==> src/rtl/microwire_rd_slave.sv <==
// Read-only 93C46-style (x16) Microwire slave. CS/SK/DI are oversampled in the clk
// domain; words are fetched from external storage through a synchronous read port.
module microwire_rd_slave #(
  parameter int ADDR_W      = 6,
  parameter int DATA_W      = 16,
  parameter int SYNC_STAGES = 2
) (
  input  logic              clk,
  input  logic              rst_n,
  input  logic              cs,
  input  logic              sk,
  input  logic              di,
  output logic              do_o,
  output logic              do_oe,
  output logic [ADDR_W-1:0] mem_addr,
  output logic              mem_rd,
  input  logic [DATA_W-1:0] mem_rdata,
  output logic              busy
);

  localparam int CNT_W = $clog2(DATA_W);

  typedef enum logic [2:0] {
    IDLE   = 3'd0,
    OPC    = 3'd1,
    ADDR   = 3'd2,
    FETCH  = 3'd3,
    DATA   = 3'd4,
    IGNORE = 3'd5
  } state_t;

  state_t                 state;
  logic [SYNC_STAGES-1:0] cs_sync;
  logic [SYNC_STAGES-1:0] sk_sync;
  logic [SYNC_STAGES-1:0] di_sync;
  logic                   sk_q;
  logic                   cs_s;
  logic                   di_s;
  logic                   ske;
  logic [DATA_W-1:0]      shreg;
  logic [CNT_W-1:0]       bit_cnt;
  logic [1:0]             fetch_cnt;
  logic                   fetch_pend;

  always_ff @(posedge clk or negedge rst_n) begin
    if (!rst_n) begin
      cs_sync <= '0;
      sk_sync <= '0;
      di_sync <= '0;
      sk_q    <= 1'b0;
    end else begin
      cs_sync <= {cs_sync[SYNC_STAGES-2:0], cs};
      sk_sync <= {sk_sync[SYNC_STAGES-2:0], sk};
      di_sync <= {di_sync[SYNC_STAGES-2:0], di};
      sk_q    <= sk_sync[SYNC_STAGES-1];
    end
  end

  assign cs_s = cs_sync[SYNC_STAGES-1];
  assign di_s = di_sync[SYNC_STAGES-1];
  assign ske  = sk_sync[SYNC_STAGES-1] & ~sk_q;
  assign busy = (state != IDLE);

  always_ff @(posedge clk or negedge rst_n) begin
    if (!rst_n) begin
      state      <= IDLE;
      do_o       <= 1'b0;
      do_oe      <= 1'b0;
      mem_rd     <= 1'b0;
      mem_addr   <= '0;
      shreg      <= '0;
      bit_cnt    <= '0;
      fetch_cnt  <= 2'd0;
      fetch_pend <= 1'b0;
    end else begin
      mem_rd <= 1'b0;
      // Storage data is stable two clk after the strobe; load on the third edge.
      if (fetch_pend) begin
        if (fetch_cnt == 2'd2) begin
          shreg      <= mem_rdata;
          fetch_pend <= 1'b0;
          if (state == FETCH) state <= DATA;
        end else begin
          fetch_cnt <= fetch_cnt + 2'd1;
        end
      end
      if (!cs_s) begin
        state      <= IDLE;
        do_o       <= 1'b0;
        do_oe      <= 1'b0;
        fetch_pend <= 1'b0;
      end else if (ske) begin
        case (state)
          IDLE: begin
            if (di_s) begin
              state   <= OPC;
              bit_cnt <= '0;
              shreg   <= '0;
            end
          end
          OPC: begin
            shreg <= {shreg[DATA_W-2:0], di_s};
            if (bit_cnt == CNT_W'(1)) begin
              bit_cnt <= '0;
              state   <= ({shreg[0], di_s} == 2'b10) ? ADDR : IGNORE;
            end else begin
              bit_cnt <= bit_cnt + CNT_W'(1);
            end
          end
          ADDR: begin
            shreg <= {shreg[DATA_W-2:0], di_s};
            if (bit_cnt == CNT_W'(ADDR_W - 1)) begin
              mem_addr   <= {shreg[ADDR_W-2:0], di_s};
              do_oe      <= 1'b1;
              do_o       <= 1'b0;
              mem_rd     <= 1'b1;
              fetch_pend <= 1'b1;
              fetch_cnt  <= 2'd0;
              bit_cnt    <= '0;
              state      <= FETCH;
            end else begin
              bit_cnt <= bit_cnt + CNT_W'(1);
            end
          end
          DATA: begin
            do_o  <= shreg[DATA_W-1];
            shreg <= {shreg[DATA_W-2:0], 1'b0};
            // Last bit of the word goes out now; prefetch the next address.
            if (bit_cnt == CNT_W'(DATA_W - 1)) begin
              bit_cnt    <= '0;
              mem_addr   <= mem_addr + ADDR_W'(1);
              mem_rd     <= 1'b1;
              fetch_pend <= 1'b1;
              fetch_cnt  <= 2'd0;
            end else begin
              bit_cnt <= bit_cnt + CNT_W'(1);
            end
          end
          IGNORE: do_oe <= 1'b0;
          FETCH:  ;
          default: state <= IDLE;
        endcase
      end
    end
  end

endmodule

==> config.mk <==
export PLATFORM = sky130hd
export DESIGN_NAME = microwire_rd_slave
export DESIGN_NICKNAME = d
export VERILOG_FILES = /design/src/rtl/microwire_rd_slave.sv
export SDC_FILE = /design/constraint.sdc
export NUM_CORES = 1
export LEC_CHECK = 0
export CAP_MARGIN = 20
export CORE_UTILIZATION = 30
export CTS_CLUSTER_SIZE = 24
export DETAILED_ROUTE_END_ITERATION = 10
export HOLD_SLACK_MARGIN = 0.02
export PLACE_DENSITY = 0.46
export SLEW_MARGIN = 20
export SYNTH_ARGS = -nofsm -noshare
export SYNTH_HDL_FRONTEND = slang
export SYNTH_SLANG_ARGS = --single-unit
==> constraint.sdc <==
create_clock -name clk -period 3.9 [get_ports clk]
set_input_delay 0.585 -clock clk [delete_from_list [all_inputs] [get_ports clk]]
set_output_delay 0.585 -clock clk [all_outputs]
set_load 0.1 [all_outputs]
==> results.md <==
* Synth area leader: dfrtp_1
* Clock Tree Root: clkbuf_8
* Post-synth top area share at between 40% and 50%
* Synth Net Count at roughly 260
* Largest net degree at the start of global routing at 43
* First-pass GRT wire length at between 8 and 9 mm
* Tcrit/Tclk final at roughly 78%
* Initial Utilization at 31.1%
* Worst Hold Class: flop to flop
* Maximum Capacitance Violations at 0
* Crit path required time at about 3300 ps
* DR pass1 iterations at 4
* Die width at 88.7 um
* RD Place Congestion at 0.760
* DR DRC count at 0
* Endpoints failing setup at 0
* Chip height at roughly 89 um
* Post-Layout Inst Area at ~2700 um^2
* Post-DRT Antenna Nets at 0
* Rel. slew slack at 34.0%
* Period minus WS final at around 3000 ps
* Pwr per Cell Area at 359 nW/um^2
* Worst-path maximum fanout at 22
* Share of post-route cells with drive strength above 1 at 5.91%
* Grt total ovfl at 0
* Cts repair resizes at 0
* FP Rows at 31
* Routed length per instance at ~14 um
* Max-slew violation count at 0
* Critical path capture point type: output pin
* Seq/Total Area, Yosys at between 40% and 50%
* Async SR Flop Fraction at 100%
* Status: finished clean
* Postcts setup bufs at 0
* Routed WL at about 5.1 mm
* TritonCTS clock tree: built
* Hold Violations, Final at 0
* Clk slew on worst S/H paths at 90 ps
* Post-Syn Area per Cell at just under 10 um^2
* CP startpoint: state[1]
* Area of the die at 7870 um^2
* Non-filler instance count after layout at approximately 350
* Worst skew pair latency at 300 ps
* Commonest non-fill, non-tap cell in the layout: dfrtp_1
* TritonCTS buffer count at 5
* Yosys reg bits at 42
* Fmax at roughly 330 MHz
* WP data arrival at roughly 2400 ps
* Crit Reg-Reg Startpoint: state[2]
* RSZ-0062 raised after global routing: false
* Post-layout util at 37.7%
* CTS sink cnt at 42
* Dpl cell area at ~2600 um^2
* Total track usage at between 10 and 15%
* Mapped Cells at 229
* Crit Path Category: flop to output pin
* # diodes at 0
* CTS Hold Bufs at 0
* Vias at about 1,800
* Hpwl dp at around 3.5 mm
* Area growth syn-to-layout at 21.2%
* Post-synthesis cell type count at between 40 and 50
* YS warnings at 0
* Final #Nets at 279
* R2r setup slk at 1410 ps
* Post-synth EDFFs at 0
* Area contributors post-synth: dfrtp_1 47%, mux2i_1 7.5%, o21ai_0 4.2%, nand2_1 4.2%, ha_1 2.8%
* Number of DRC markers in iteration 0 at 158
* Vias in the first global route at 1,615
* Vias/cell at approximately 5
* Hold path startpoint: sk_sync[0]
* Antenna violations before repair at 0
* Pleak at around 1.3 nW
* Count of port buffers added during placement at 30
* VDD IR max at 0.000184 V
* CTS H-tree depth at 2
* Setup TNS at 0 ps
* Reg2Reg Capture Point: mem_addr[1]
* CP endpoint: busy
* CORE AREA at between 7000 and 8000 um^2
* Synth Flop Type: dfrtp_1
* Cells after DPL at 345
* Worst-Margin Slew at between 900 and 1000 ps
* I/O pin count at 31
* Worst Skew at roughly 10 ps
* Worst Reg-to-Reg Cells at 4
* Synthesized cell area at 2260 um^2
* Commonest cells after routing, fill and taps aside: 42 x dfrtp_1, 29 x clkdlybuf4s50_1, 25 x nand2_1
* Startpoint types: flop
* Clock Tree Buf Depth at 2
## power breakdown
group / internal, mW / switching [mW] / leakage (nW)
Combinational: 0.0410 / 0.0457 / 0.633
Sequential: 0.457 / 0.0153 / 0.566
Clock: 0.257 / 0.166 / 0.0683
## per-layer routing
| layer | GRT usage [%] | share of wire [%] |
|---|---|---|
| met5 | 0 | 0 |
| met4 | 5.28 | 1.6 |
| met3 | 3.08 | 2.8 |
| met2 | 20.3 | 46 |
| met1 | 20.0 | 49 |
## sequential cells by signal, summed over array words and instances (netlist names)
signal      cells
shreg          16
mem_addr        6
bit_cnt         4
state           3
cs_sync         2
di_sync         2
fetch_cnt       2
sk_sync         2
do_o            1
do_oe           1
fetch_pend      1
mem_rd          1
sk_q            1
## worst min path at each step
stage	depth (start not counted)	endpoint	slack, ps
finish	0	sk_sync[1]	350
global route	0	sk_sync[1]	360
CTS	0	sk_sync[1]	350
detailed placement	0	sk_sync[1]	330
global placement	0	di_sync[1]	340
floorplan	0	bit_cnt[0]	290
## stage by stage
stage	power (mW)	setup slack [ps]	hold WS, ps
floorplan	0.527	1820	289
detailed placement	0.569	1230	335
finish	0.982	873	352
global placement	0.569	1230	336
CTS	0.995	885	354
global route	1.02	793	358
## critical path, cell delays in order (launching register included)
cell and delay (ps):
dfrtp_1 810, or3_1 200, clkdlybuf4s50_1 1120
## logic make-up after synthesis
group	count (synthesis)	share of synthesized area, %
muxes	19	8.54
and+or+nand+nor	81	19.3
buffers and inverters	21	4.93
DFF	42	46.6
xor gates and xnor gates	3	1.16
adders and majority gates	5	2.77
AOI/OAI and AO/OA	58	16.7
## layout make-up
type	instances	area, um^2
clock buffers	5	68.8
clock inverters	3	68.8
fillers	754	4520
inverters	7	26.3
multi-input cells	166	1090
flip-flops and latches	42	1050
well taps	99	124
repair buffers	31	303
## cell usage after synthesis (all sizes together), types with 5 or more instances
cell     n
a21oi    6
and3     5
buf      9
clkbuf   5
dfrtp   42
ha       5
inv      7
mux2i   17
nand2   25
nand2b   6
nand3    9
nor2    13
o21ai   26
Note: power is estimated with default switching activity, not from simulation.
